===== config.mk =====
export PLATFORM = sky130hd
export DESIGN_NAME = fifo_wr_burst_arbiter_flat
export DESIGN_NICKNAME = d
export VERILOG_FILES = /design/src/rtl/fifo_wr_burst_arbiter_if.sv /design/src/rtl/fifo_wr_burst_arbiter.sv /design/src/flat_wrapper.sv
export SDC_FILE = /design/constraint.sdc
export NUM_CORES = 1
export LEC_CHECK = 0
export BUFFER_PORTS_ARGS = -buffer_cell sky130_fd_sc_hd__buf_4
export CAP_MARGIN = 5
export CORE_UTILIZATION = 45
export DETAILED_ROUTE_END_ITERATION = 7
export PLACE_DENSITY = 0.85
export REMOVE_ABC_BUFFERS = 1
export SLEW_MARGIN = 30
export SYNTH_ARGS = -nofsm -noshare
export SYNTH_HDL_FRONTEND = slang
export SYNTH_SLANG_ARGS = --single-unit

===== constraint.sdc =====
create_clock -name clk -period 2.6 [get_ports clk]
set_clock_uncertainty 0.2 [all_clocks]
set_input_delay 0.26 -clock clk [delete_from_list [all_inputs] [get_ports clk]]
set_output_delay 0.26 -clock clk [all_outputs]
set_load 0.03 [all_outputs]

===== src/rtl/fifo_wr_burst_arbiter_if.sv =====
// Source/FIFO write-side bundle for the burst arbiter.
// Arbiter takes the slave view, the source/FIFO side takes the master view.
interface fifo_wr_burst_arbiter_if #(
  parameter int NUM_REQ = 4,
  parameter int DATA_W  = 8,
  parameter int LEN_W   = 11
);
  logic [NUM_REQ-1:0]        req_i;
  logic [NUM_REQ*LEN_W-1:0]  req_len_i;
  logic [NUM_REQ*DATA_W-1:0] src_data_i;
  logic [NUM_REQ-1:0]        src_vld_i;
  logic [NUM_REQ-1:0]        src_rdy_o;
  logic [NUM_REQ-1:0]        grant_o;
  logic [NUM_REQ-1:0]        burst_done_o;
  logic                      fifo_wr_en_o;
  logic [DATA_W-1:0]         fifo_wr_data_o;
  logic                      fifo_wr_vld_i;
  logic                      busy_o;

  modport slave (
    input  req_i, req_len_i, src_data_i,
    input  src_vld_i, fifo_wr_vld_i,
    output src_rdy_o, grant_o, burst_done_o,
    output fifo_wr_en_o, fifo_wr_data_o, busy_o
  );

  modport master (
    output req_i, req_len_i, src_data_i,
    output src_vld_i, fifo_wr_vld_i,
    input  src_rdy_o, grant_o, burst_done_o,
    input  fifo_wr_en_o, fifo_wr_data_o, busy_o
  );
endinterface


===== src/rtl/fifo_wr_burst_arbiter.sv =====
// Round-robin burst arbiter for the prefetch FIFO write port.
// A granted source owns the port until len+1 bytes have moved.
module fifo_wr_burst_arbiter #(
  parameter int NUM_REQ = 4,
  parameter int DATA_W  = 8,
  parameter int LEN_W   = 11
) (
  input  logic clk,
  input  logic rst,
  fifo_wr_burst_arbiter_if.slave bus
);
  localparam int IW = $clog2(NUM_REQ);

  typedef enum logic {IDLE, XFER} state_t;

  state_t             state_q, state_d;
  logic [NUM_REQ-1:0] grant_q, grant_d;
  logic [NUM_REQ-1:0] done_q, done_d;
  logic [IW-1:0]      rr_q, rr_d;
  logic [IW-1:0]      gidx_q, gidx_d;
  logic [LEN_W-1:0]   cnt_q, cnt_d;
  logic [IW-1:0]      win_idx;
  logic               win_vld;
  logic               xfer;

  // first requester after the last winner, with wrap
  always_comb begin
    win_vld = 1'b0;
    win_idx = '0;
    for (int i = 1; i <= NUM_REQ; i++) begin
      if (!win_vld &&
          bus.req_i[(int'(rr_q) + i) % NUM_REQ]) begin
        win_vld = 1'b1;
        win_idx = IW'((int'(rr_q) + i) % NUM_REQ);
      end
    end
  end

  assign xfer = (state_q == XFER) &&
                bus.src_vld_i[gidx_q] &&
                bus.fifo_wr_vld_i;

  always_comb begin
    state_d = state_q;
    grant_d = grant_q;
    gidx_d  = gidx_q;
    rr_d    = rr_q;
    cnt_d   = cnt_q;
    done_d  = '0;
    unique case (state_q)
      IDLE: begin
        if (win_vld) begin
          state_d = XFER;
          grant_d = NUM_REQ'(1) << win_idx;
          gidx_d  = win_idx;
          rr_d    = win_idx;
          cnt_d   = bus.req_len_i[int'(win_idx)*LEN_W +: LEN_W];
        end
      end
      XFER: begin
        if (xfer) begin
          if (cnt_q == '0) begin
            state_d = IDLE;
            grant_d = '0;
            done_d  = grant_q;
          end else begin
            cnt_d = cnt_q - LEN_W'(1);
          end
        end
      end
      default: state_d = IDLE;
    endcase
  end

  always_ff @(posedge clk) begin
    if (rst) begin
      state_q <= IDLE;
      grant_q <= '0;
      done_q  <= '0;
      rr_q    <= IW'(NUM_REQ - 1);
      gidx_q  <= '0;
      cnt_q   <= '0;
    end else begin
      state_q <= state_d;
      grant_q <= grant_d;
      done_q  <= done_d;
      rr_q    <= rr_d;
      gidx_q  <= gidx_d;
      cnt_q   <= cnt_d;
    end
  end

  assign bus.grant_o      = grant_q;
  assign bus.burst_done_o = done_q;
  assign bus.busy_o       = (state_q == XFER);
  assign bus.src_rdy_o    = grant_q &
                            {NUM_REQ{bus.fifo_wr_vld_i}};
  assign bus.fifo_wr_en_o = xfer;
  assign bus.fifo_wr_data_o =
    (|grant_q) ?
    bus.src_data_i[int'(gidx_q)*DATA_W +: DATA_W] : '0;
endmodule

===== src/flat_wrapper.sv =====
// flat-port wrapper written by rule: the top's interface ports become plain ports
module fifo_wr_burst_arbiter_flat 
#(
  parameter int NUM_REQ = 4,
  parameter int DATA_W  = 8,
  parameter int LEN_W   = 11
)
  (clk, rst, bus_req_i, bus_req_len_i, bus_src_data_i, bus_src_vld_i, bus_fifo_wr_vld_i, bus_src_rdy_o, bus_grant_o, bus_burst_done_o, bus_fifo_wr_en_o, bus_fifo_wr_data_o, bus_busy_o);
  fifo_wr_burst_arbiter_if #(.NUM_REQ(NUM_REQ), .DATA_W(DATA_W), .LEN_W(LEN_W)) bus_i ();
  input  logic clk;
  input  logic rst;
  input wire logic [$bits(bus_i.req_i)-1:0] bus_req_i;
  input wire logic [$bits(bus_i.req_len_i)-1:0] bus_req_len_i;
  input wire logic [$bits(bus_i.src_data_i)-1:0] bus_src_data_i;
  input wire logic [$bits(bus_i.src_vld_i)-1:0] bus_src_vld_i;
  input wire logic [$bits(bus_i.fifo_wr_vld_i)-1:0] bus_fifo_wr_vld_i;
  output wire logic [$bits(bus_i.src_rdy_o)-1:0] bus_src_rdy_o;
  output wire logic [$bits(bus_i.grant_o)-1:0] bus_grant_o;
  output wire logic [$bits(bus_i.burst_done_o)-1:0] bus_burst_done_o;
  output wire logic [$bits(bus_i.fifo_wr_en_o)-1:0] bus_fifo_wr_en_o;
  output wire logic [$bits(bus_i.fifo_wr_data_o)-1:0] bus_fifo_wr_data_o;
  output wire logic [$bits(bus_i.busy_o)-1:0] bus_busy_o;
  assign bus_i.req_i = bus_req_i;
  assign bus_i.req_len_i = bus_req_len_i;
  assign bus_i.src_data_i = bus_src_data_i;
  assign bus_i.src_vld_i = bus_src_vld_i;
  assign bus_i.fifo_wr_vld_i = bus_fifo_wr_vld_i;
  assign bus_src_rdy_o = bus_i.src_rdy_o;
  assign bus_grant_o = bus_i.grant_o;
  assign bus_burst_done_o = bus_i.burst_done_o;
  assign bus_fifo_wr_en_o = bus_i.fifo_wr_en_o;
  assign bus_fifo_wr_data_o = bus_i.fifo_wr_data_o;
  assign bus_busy_o = bus_i.busy_o;
  fifo_wr_burst_arbiter #(.NUM_REQ(NUM_REQ), .DATA_W(DATA_W), .LEN_W(LEN_W)) u_core (.clk(clk), .rst(rst), .bus(bus_i));
endmodule

==> key figures, run 1 <==
Routing
  – WL/cell: 17.3 um
  – Via-per-instance ratio: 6.04
  – Antenna Nets Post-Route: 0
  – First DRT Iteration DRCs: 226
  – Drt total wl: 6.70 mm
  – # DRC: 0
  – DR vias: 2343
  – TritonRoute pass-1 iters: 5

Power
  – Switch Pwr: 0.589 mW
  – Leakage: 1.37 nW
  – Sw Ratio: 0.373
  – Total internal power: 0.992 mW
  – Pwr per Cell Area: 533 nW/um^2
  – Final Power: 1.58 mW
  – Combinational group share of total power: 0.479
  – Clock power share: 0.216
  – Peak supply drop: 0.294 mV
  – Seq pwr share: 0.305

Worst hold path
  – WHS Path Cells: 3
  – Hold path endpoint: u_core.cnt_q[4]
  – Hold path startpoint: bus_req_len_i[4]
  – Hold crit path type: in2reg

Worst setup path
  – Worst R2R Setup Slack: 0.19 ns
  – Reg2reg end: u_core.cnt_q[10]
  – CP arrival: 2.44 ns
  – CP endpoint kind: flop
  – Reg-to-Reg Start: u_core.cnt_q[0]
  – Req. time, crit path: 2.62 ns
  – Crit path launch type: flop
  – Worst-path maximum fanout: 5
  – Worst R2R Path Depth: 8
  – Crit Path Class: reg2reg

Flow run
  – Number of max-cap violations: 0

Timing
  – Slew Limit Fails: 0
  – Max frequency: 414 MHz
  – Tcrit/Tclk final: 0.929
  – Setup TNS Final: 0 ns
  – Final hold vios: 0
  – Max-slew headroom: 0.644
  – Worst Max-Slew Pin Slew: 0.530 ns
  – RSZ-0062 raised after global routing: no
  – Setup WS post-layout: 0.186 ns
  – Period minus WS final: 2.41 ns
  – Hold WS: 0.0551 ns
  – Final setup vio count: 0

Finish
  – Ant diodes: 0
  – Layout Area Growth over Synthesis: 47.2%
  – Share of cells above drive strength 1: 0.411
  – Final instance area: 2970 sq um
  – Area taken by flip-flops and latches: 480 sq um
  – # fillers: 344
  – Area of the multi-input gates: 1430 sq um
  – Net count, final: 428

CTS
  – Clk Latency, worst-skew pair: 0.28 ns
  – TritonCTS Buffers: 3
  – H-tree Lvls: 1
  – CTS clk-pin slew, worst paths: 0.09 ns
  – Clock sink total: 24
  – Maximum clock path buffer count: 2
  – Hold_buf cts: 0
  – Clk root buf: clkbuf_8
  – TritonCTS clock tree: built
  – Resized Gates After CTS: 0
  – Post-CTS Setup Repair Bufs: 0

Placed design
  – Pre-CTS setup slack: 0.244 ns
  – DP HPWL: 5.22 mm
  – Placer congestion estimate: 0.848
  – Area post-placement: 2890 sq um
  – Port bufs: 108

Die
  – Die Span X: 68.9 um
  – DIE HEIGHT: 68.9 um
  – I/O pin count: 109
  – FP Rows: 23
  – Initial Util: 0.486
  – Die area: 4750 sq um
  – Core area: 4140 sq um

Synth
  – Syn. warnings: 0
  – Post-synthesis cell count: 228
  – Synth Area per Inst: 8.84 sq um
  – EDFF count, synth: 0
  – Cell variety after synth: 57
  – Sequential element share of the synthesized area: 0.239
  – Register bit count reported by yosys: 24
  – Async SR Flop Fraction: 0
  – Primary FF master, synth: dfxtp_1
  – Mapped Area: 2010 sq um

Global route
  – Initial antenna violation count: 0
  – First-pass GRT wire length: 10.6 mm
  – Vias in the first global route: 2157
  – Largest net degree at the start of global routing: 22
  – Total grt overflow: 0
  – GR Util All Layers: 0.300

Run status
  – Status: completed
cells by family (layout without fill, tap and decap cells):
group,count (synthesis),after routing,synth area share
and+or+nand+nor,84,84,0.232
AOI/OAI and AO/OA,68,68,0.235
muxes,30,30,0.225
DFF,24,24,0.239
buffers and inverters,19,129,0.0534
adders and majority gates,2,2,0.0124
xor gates and xnor gates,1,1,0.00435
flip-flops by register name, indices dropped and copies added, names as in the netlist:
signal and cells:
u_core.gidx_q 2, u_core.bus.grant_o 4, u_core.rr_q 2, u_core.bus.busy_o 1, u_core.cnt_q 11, u_core.bus.burst_done_o 4
power groups by stage:
stage / logic [mW] / clock network [mW] / registers, mW
floorplan: 0.432 / 0 / 0.493
global placement: 0.723 / 0 / 0.483
detailed placement: 0.746 / 0 / 0.488
CTS: 0.750 / 0.339 / 0.479
global route: 0.818 / 0.357 / 0.488
finish: 0.757 / 0.341 / 0.483
cell usage after synthesis, types with 3 or more instances:
cell | instances | share of area
a21oi_1 | 15 | 0.037
a221oi_1 | 4 | 0.017
a31oi_1 | 7 | 0.022
and2_1 | 10 | 0.031
clkbuf_1 | 4 | 0.0075
dfxtp_1 | 24 | 0.24
inv_1 | 7 | 0.013
mux2_2 | 8 | 0.045
mux2i_1 | 13 | 0.065
mux4_1 | 8 | 0.10
nand2_1 | 20 | 0.037
nand2b_1 | 3 | 0.0093
nand3_1 | 7 | 0.017
nor2_1 | 9 | 0.017
nor2b_1 | 9 | 0.028
nor3_1 | 5 | 0.012
nor4_1 | 6 | 0.019
o211a_1 | 3 | 0.015
o21ai_0 | 17 | 0.042
o22ai_1 | 3 | 0.0093
how the worst max path moves through the flow:
stage                          startpoint          endpoint  slack [ns]
after floorplan            u_core.rr_q[1]   u_core.cnt_q[8]        0.14
after CTS                 u_core.cnt_q[0]  u_core.cnt_q[10]        0.22
after global routing      u_core.cnt_q[0]  u_core.cnt_q[10]        0.04
after detailed placement  u_core.cnt_q[0]  u_core.cnt_q[10]        0.24
after global placement    u_core.cnt_q[0]  u_core.cnt_q[10]        0.36
final                     u_core.cnt_q[0]  u_core.cnt_q[10]        0.19
metal layers:
metal  global-route usage  vias up  part of all wire
li1                     -     1102                 -
met5                    0        -                 0
met4               0.0867        0             0.019
met3               0.0461       17             0.098
met1                0.403     1077              0.38
met2                0.492      147              0.50
metrics by stage:
step | util | instances
floorplan | - | 216
global placement | 0.698 | 384
detailed placement | 0.698 | 384
CTS | 0.716 | 388
global route | 0.716 | 388
finish | 0.716 | 388
placed cells by master, fill, tap and decap left out, types with 3 or more instances in the layout:
master and instances:
nand2b_1 3, nor2b_1 9, mux2i_1 13, mux4_1 8
nand2_1 20, o211a_1 3, clkbuf_8 3, nor4_1 6
inv_1 7, o21ai_0 17, buf_4 117, o22ai_1 3
a21oi_1 15, a31oi_1 7, nand3_1 7, and2_1 10
a221oi_1 4, nor3_1 5, nor2_1 9, mux2_2 8
dfxtp_1 24
final cells by class:
| type | count | share of cell area |
|---|---|---|
| sequential | 24 | 0.162 |
| clock inverter | 1 | 0.0101 |
| multi-input combinational | 185 | 0.481 |
| inverter | 7 | 0.00886 |
| timing repair buffer | 118 | 0.303 |
| clock buffer | 3 | 0.0139 |
| tap | 50 | 0.0211 |
worst max-delay path: stages, from the launching register on:
cell and delay, ns:
dfxtp_1 0.35, inv_1 0.09, ha_1 0.18, or3b_1 0.44, nor3_4 0.22, nand2_1 0.10, xor2_1 0.15, a2111oi_0 0.46
a32o_1 0.17
Note: power is estimated with default switching activity, not from simulation.
==> run 2, diff against run 1 <==
--- a/config.mk
+++ b/config.mk
@@ -9,7 +9,7 @@
 export CAP_MARGIN = 5
 export CORE_UTILIZATION = 45
 export DETAILED_ROUTE_END_ITERATION = 7
-export PLACE_DENSITY = 0.85
+export PLACE_DENSITY = 0.84
 export REMOVE_ABC_BUFFERS = 1
 export SLEW_MARGIN = 30
 export SYNTH_ARGS = -nofsm -noshare
==> run 2 against run 1 <==
- non-clock buffer count decreased by 1
- die area stayed put
- register-to-register slack improved by 0.07 ns
- cell area shrank 0.76%
- core utilization fell by 0.54 points
- critical path type unchanged
- largest power group unchanged
- highest routed layer unchanged
==> key figures, run 2 (synthesis gave the netlist of run 1 again) <==
Run status
  – Status: completed

Timing
  – Final hold vios: 0 (unchanged)
  – Period minus WS final: 2.35 ns (-0.0667 ns)
  – Slew Limit Fails: 0 (unchanged)
  – Tcrit/Tclk final: 0.903 (-0.0257)
  – Max-slew headroom: 0.540 (-0.104)
  – Final setup vio count: 0 (unchanged)
  – Worst Max-Slew Pin Slew: 0.687 ns (+0.157 ns)
  – Max frequency: 426 MHz (+2.8%)
  – Setup TNS Final: 0 ns (unchanged)
  – RSZ-0062 raised after global routing: no

Global route
  – First-pass GRT wire length: 9.60 mm (-9.3%)
  – Vias in the first global route: 2048 (-5.1%)
  – GR Util All Layers: 0.273 (-0.0270)
  – Total grt overflow: 0 (unchanged)
  – Initial antenna violation count: 0 (unchanged)
  – Largest net degree at the start of global routing: 22 (unchanged)
  – Busiest grt layer: met2
  – Global Route met1 Usage: 0.372 (-0.0314)
  – GR met3 Demand/Resource: 0.0477 (+0.00164)
  – GRT met2 Usage: 0.426 (-0.0655)

Die
  – DIE HEIGHT: 68.9 um (unchanged)
  – I/O pin count: 109 (unchanged)
  – Initial Util: 0.486 (unchanged)
  – Die Span X: 68.9 um (unchanged)
  – FP Rows: 23 (unchanged)
  – Die area: 4750 sq um (unchanged)
  – Core area: 4140 sq um (unchanged)

Routing
  – TritonRoute pass-1 iters: 5 (unchanged)
  – Drt total wl: 6.20 mm (-7.4%)
  – First DRT Iteration DRCs: 201 (-11%)
  – WL/cell: 16.0 um (-7.2%)
  – Antenna Nets Post-Route: 0 (unchanged)
  – # DRC: 0 (unchanged)
  – DR vias: 2308 (-1.5%)
  – Via-per-instance ratio: 5.96 (-1.2%)

Finish
  – Share of cells above drive strength 1: 0.409 (-0.00175)
  – # fillers: 334 (-2.9%)
  – Net count, final: 427 (-0.23%)
  – Reg with most FFs: u_core.cnt_q
  – Leading cell type in the layout, fill and taps excluded: buf_4
  – Layout Area Growth over Synthesis: 46.1%
  – Max reg flops: 11 (unchanged)
  – Most frequent cells in the layout: 116 x buf_4, 24 x dfxtp_1, 20 x nand2_1, 17 x o21ai_0, 15 x a21oi_1
  – Ant diodes: 0 (unchanged)

Worst setup path
  – Worst R2R Path Depth: 8 (unchanged)
  – Delay-heaviest family, CP: simple AND/OR/NAND/NOR gates
  – Crit Path Class: reg2reg
  – Worst-path maximum fanout: 5 (unchanged)
  – CP endpoint kind: flop
  – Slowest cell on crit path: or3b_1
  – Reg2reg end: u_core.cnt_q[10]
  – Worst R2R Setup Slack: 0.25 ns (+0.07 ns)
  – CP max stage delay: 0.44 ns (-0.02 ns)
  – Crit path launch type: flop
  – CP Cell Sequence: inv_1 > ha_1 > or3b_1 > nor3_4 > nand2_1 > xor2_1 > a2111oi_1 > a32o_1
  – Req. time, crit path: 2.62 ns (about the same)
  – WP buf/inv: 1 (unchanged)
  – CP arrival: 2.37 ns (-0.07 ns)
  – Reg-to-Reg Start: u_core.cnt_q[0]

Power
  – Final Power: 1.49 mW (-5.6%)
  – Pwr per Cell Area: 507 nW/um^2 (-4.9%)
  – Leakage: 1.36 nW (-0.84%)
  – Peak supply drop: 0.331 mV (+13%)

CTS
  – Clock sink total: 24 (unchanged)
  – TritonCTS Buffers: 3 (unchanged)
  – Clk Latency, worst-skew pair: 0.27 ns (about the same)
  – H-tree Lvls: 1 (unchanged)
  – TritonCTS clock tree: built
  – Hold_buf cts: 0 (unchanged)
  – Clk root buf: clkbuf_8
  – Maximum clock path buffer count: 2 (unchanged)
  – CTS clk-pin slew, worst paths: 0.09 ns (about the same)

Placed design
  – Port bufs: 108 (unchanged)
  – DP HPWL: 4.82 mm (-7.6%)
  – Placer congestion estimate: 0.847 (about the same)

Worst hold path
  – Hold path endpoint: u_core.cnt_q[4]
  – WHS Path Cells: 3 (unchanged)
  – Hold path startpoint: bus_req_len_i[4]
  – Hold crit path type: in2reg

Flow run
  – Number of max-cap violations: 0 (unchanged)
[run 2: through the flow]
stage | hold slack [ns] | setup WS (ns) | std cells | instance area (sq um) | utilization
5_1_grt | 0.109 | 0.0518 | 387 | 2940 | 0.710
3_5_place_dp | 0.310 | 0.228 | 383 | 2890 | 0.697
4_1_cts | 0.0748 | 0.221 | 387 | 2940 | 0.710
6_report | 0.0708 | 0.253 | 387 | 2940 | 0.710
2_1_floorplan | 0.129 | 0.142 | 216 | 1930 | -
3_3_place_gp | 0.301 | 0.364 | 383 | 2890 | 0.697
[run 2: area by class of cell]
type	count	area [sq um]	area share
Sequential cell	24	480	0.163
Inverter	7	26.3	0.00893
Clock buffer	4	55.1	0.0187
Multi-Input combinational cell	185	1430	0.485
Timing Repair Buffer	117	891	0.303
Tap cell	50	62.6	0.0213
[run 2: worst max-delay path by stage]
stage                                from  depth (start not counted)          endpoint  slack (ns)
final                     u_core.cnt_q[0]                          8  u_core.cnt_q[10]        0.25
after global routing      u_core.cnt_q[0]                          8  u_core.cnt_q[10]        0.05
after CTS                 u_core.cnt_q[0]                          8  u_core.cnt_q[10]        0.22
after detailed placement  u_core.cnt_q[0]                          8  u_core.cnt_q[10]        0.23
after global placement    u_core.cnt_q[0]                          8  u_core.cnt_q[10]        0.36
after floorplan            u_core.rr_q[1]                          6   u_core.cnt_q[8]        0.14
[run 2: worst reg2reg max path: cells and delay by family (launching register included)]
family,cells,cell delay [ns]
AO/OA/AOI/OAI,2,0.58
XOR/XNOR,1,0.14
adder cells (fa/ha/maj),1,0.18
buffers and inverters,1,0.09
flip-flops,1,0.35
AND/OR/NAND/NOR,3,0.74
[run 2: metal layers]
| layer | up-vias | wire length [um] |
|---|---|---|
| met3 | 18 | 450 |
| li1 | 1103 | - |
| met4 | 0 | 162 |
| met2 | 122 | 2920 |
| met1 | 1065 | 2660 |
| met5 | - | 0 |
[run 2: timing repair]
action,CTS,global route
endpoints found under the setup margin,0,1
endpoints found under the hold margin,0,0
buffers inserted,0,0
resized for setup,0,1
[run 2: power breakdown]
group / total, mW / switching (mW) / internal, mW
clock network: 0.266 / 0.131 / 0.136
registers: 0.483 / 0.0682 / 0.415
logic: 0.744 / 0.376 / 0.368
==> run 3, diff against run 2 <==
--- a/config.mk
+++ b/config.mk
@@ -11,6 +11,7 @@
 export DETAILED_ROUTE_END_ITERATION = 7
 export PLACE_DENSITY = 0.84
 export REMOVE_ABC_BUFFERS = 1
+export SETUP_SLACK_MARGIN = 0.4
 export SLEW_MARGIN = 30
 export SYNTH_ARGS = -nofsm -noshare
 export SYNTH_HDL_FRONTEND = slang
==> run 3 against run 2 <==
- global-route usage grew 0.45 points
- via count grew 3.2%
- clock power shrank 2%
- worst hold slack lost 0.0027 ns
- first-iteration DRC count grew 38%
- worst setup slack gained 0.19 ns
- final cell count grew 0.78%
- die area is the same
- combinational power grew 7.3%
- fmax grew 9.0%
- sequential share of layout area shrank 0.20 points
- critical endpoint is now u_core.cnt_q[2]
- largest cell class unchanged
- highest routed layer unchanged
==> key figures, run 3 (synthesis gave the netlist of run 1 again) <==
Worst setup path
  – WP buf/inv: 1 (unchanged)
  – Crit Path Class: reg2reg
  – Req. time, crit path: 2.56 ns (-0.06 ns)
  – Delay-heaviest family, CP: compound AO/OA/AOI/OAI gates
  – Worst R2R Path Depth: 7 (-1)
  – CP Cell Sequence: mux4_2 > a22oi_4 > nor2_4 > buf_4 > a31o_2 > nand2_1 > o22ai_1
  – Crit. path cell count: 7 (-1)
  – Slowest cell on crit path: mux4_2
  – CP endpoint kind: flop
  – Worst-path maximum fanout: 6 (+1)
  – Crit path launch type: flop
  – CP max stage delay: 0.56 ns (+0.12 ns)
  – CP arrival: 2.12 ns (-0.25 ns)

Finish
  – Share of cells above drive strength 1: 0.453 (+0.0434)
  – Max reg flops: 11 (unchanged)
  – Ant diodes: 0 (unchanged)
  – Final instance area: 3010 sq um (+2.3%)
  – Layout Area Growth over Synthesis: 49.4%
  – Reg with most FFs: u_core.cnt_q
  – Util after Layout: 0.726 (+0.0163)
  – Leading cell type in the layout, fill and taps excluded: buf_4
  – Most frequent cells in the layout: 117 x buf_4, 20 x nand2_1, 20 x dfxtp_1, 17 x o21ai_0, 15 x a21oi_1
  – # fillers: 319 (-4.5%)
  – Layout Cells excl Fill: 390 (+0.78%)
  – Net count, final: 430 (+0.70%)

Flow run
  – Number of max-cap violations: 0 (unchanged)

Timing
  – RSZ-0062 raised after global routing: yes
  – Period minus WS final: 2.15 ns (-0.193 ns)
  – Final hold vios: 0 (unchanged)
  – Max frequency: 464 MHz (+9.0%)
  – Max-slew headroom: 0.507 (-0.0334)
  – Slew Limit Fails: 0 (unchanged)
  – Worst Max-Slew Pin Slew: 0.737 ns (+0.0498 ns)
  – Setup TNS Final: 0 ns (unchanged)
  – Final setup vio count: 0 (unchanged)
  – Hold WS: 0.0681 ns (-0.00269 ns)
  – Tcrit/Tclk final: 0.829 (-0.0742)
  – Setup WS post-layout: 0.445 ns (+0.193 ns)

CTS
  – Clock sink total: 24 (unchanged)
  – H-tree Lvls: 1 (unchanged)
  – CTS clk-pin slew, worst paths: 0.09 ns (about the same)
  – Clk Latency, worst-skew pair: 0.27 ns (about the same)
  – TritonCTS Buffers: 3 (unchanged)
  – Maximum clock path buffer count: 2 (unchanged)
  – Clk root buf: clkbuf_8
  – TritonCTS clock tree: built

Routing
  – Drt total wl: 6.53 mm (+5.4%)
  – TritonRoute pass-1 iters: 5 (unchanged)
  – First DRT Iteration DRCs: 278 (+38%)
  – Antenna Nets Post-Route: 0 (unchanged)
  – WL/cell: 16.7 um (+4.5%)
  – Via-per-instance ratio: 6.11 (+2.4%)
  – # DRC: 0 (unchanged)
  – DR vias: 2382 (+3.2%)

Global route
  – Initial antenna violation count: 0 (unchanged)
  – Largest net degree at the start of global routing: 22 (unchanged)
  – GR Util All Layers: 0.277 (+0.00448)
  – First-pass GRT wire length: 9.75 mm (+1.6%)
  – Vias in the first global route: 2054 (+0.29%)
  – Total grt overflow: 0 (unchanged)

Die
  – Initial Util: 0.486 (unchanged)
  – DIE HEIGHT: 68.9 um (unchanged)
  – Die area: 4750 sq um (unchanged)
  – Die Span X: 68.9 um (unchanged)
  – FP Rows: 23 (unchanged)
  – Core area: 4140 sq um (unchanged)
  – I/O pin count: 109 (unchanged)

Placed design
  – Post-Place Cells: 383 (unchanged)
  – Placer congestion estimate: 0.847 (unchanged)
  – Port bufs: 108 (unchanged)
  – Area post-placement: 2890 sq um (unchanged)
  – Pre-CTS setup slack: 0.228 ns (unchanged)
  – DP HPWL: 4.82 mm (unchanged)

Worst hold path
  – WHS Path Cells: 3 (unchanged)
  – Hold crit path type: in2reg

Power
  – Pwr per Cell Area: 515 nW/um^2 (+1.5%)
  – Final Power: 1.55 mW (+3.9%)
  – Leakage: 1.38 nW (+1.6%)
  – Peak supply drop: 0.320 mV (-3.4%)

Run status
  – Status: completed
-- run 3: path summary, 6_finish.rpt --
kind                         start               endpoint  slack, ns
max               u_core.gidx_q[0]        u_core.cnt_q[2]       0.45
min               bus_req_len_i[4]        u_core.cnt_q[4]       0.07
max reg2reg       u_core.gidx_q[0]        u_core.cnt_q[2]       0.45
min reg2reg  u_core.bus.grant_o[1]  u_core.bus.grant_o[1]       0.32
-- run 3: routing by layer --
layer	vias to the layer above	track usage	part of all wire
li1	1112	-	-
met1	1066	0.373	0.40
met2	182	0.432	0.47
met3	22	0.0609	0.10
met4	0	0.0995	0.024
met5	-	0	0
-- run 3: where the power goes --
group	switching (mW)	internal (mW)
registers	0.0742	0.417
clock network	0.126	0.135
logic	0.400	0.398
total	0.600	0.950
-- run 3: repair_timing --
action                                  4_1_cts  5_1_grt
gates resized for setup                       5       12
cloned                                        0        1
endpoints found under the setup margin        5       24
hold buffers                                  0        0
buffers inserted                              1        1
pin swaps                                     1        5
-- run 3: final cells by class --
class / instances / area, sq um / share of cell area
multi-input combinational: 186 / 1470 / 0.489
timing repair buffer: 119 / 910 / 0.302
sequential: 24 / 485 / 0.161
tap: 50 / 62.6 / 0.0208
clock buffer: 4 / 55.1 / 0.0183
inverter: 7 / 26.3 / 0.00873
-- run 3: worst reg2reg max path, delay by kind of cell, from the launching register on --
kind | cells | cell delay (ns)
AOI/OAI and AO/OA | 3 | 0.62
muxes | 1 | 0.57
DFF | 1 | 0.36
buffers and inverters | 1 | 0.16
and+or+nand+nor | 2 | 0.15
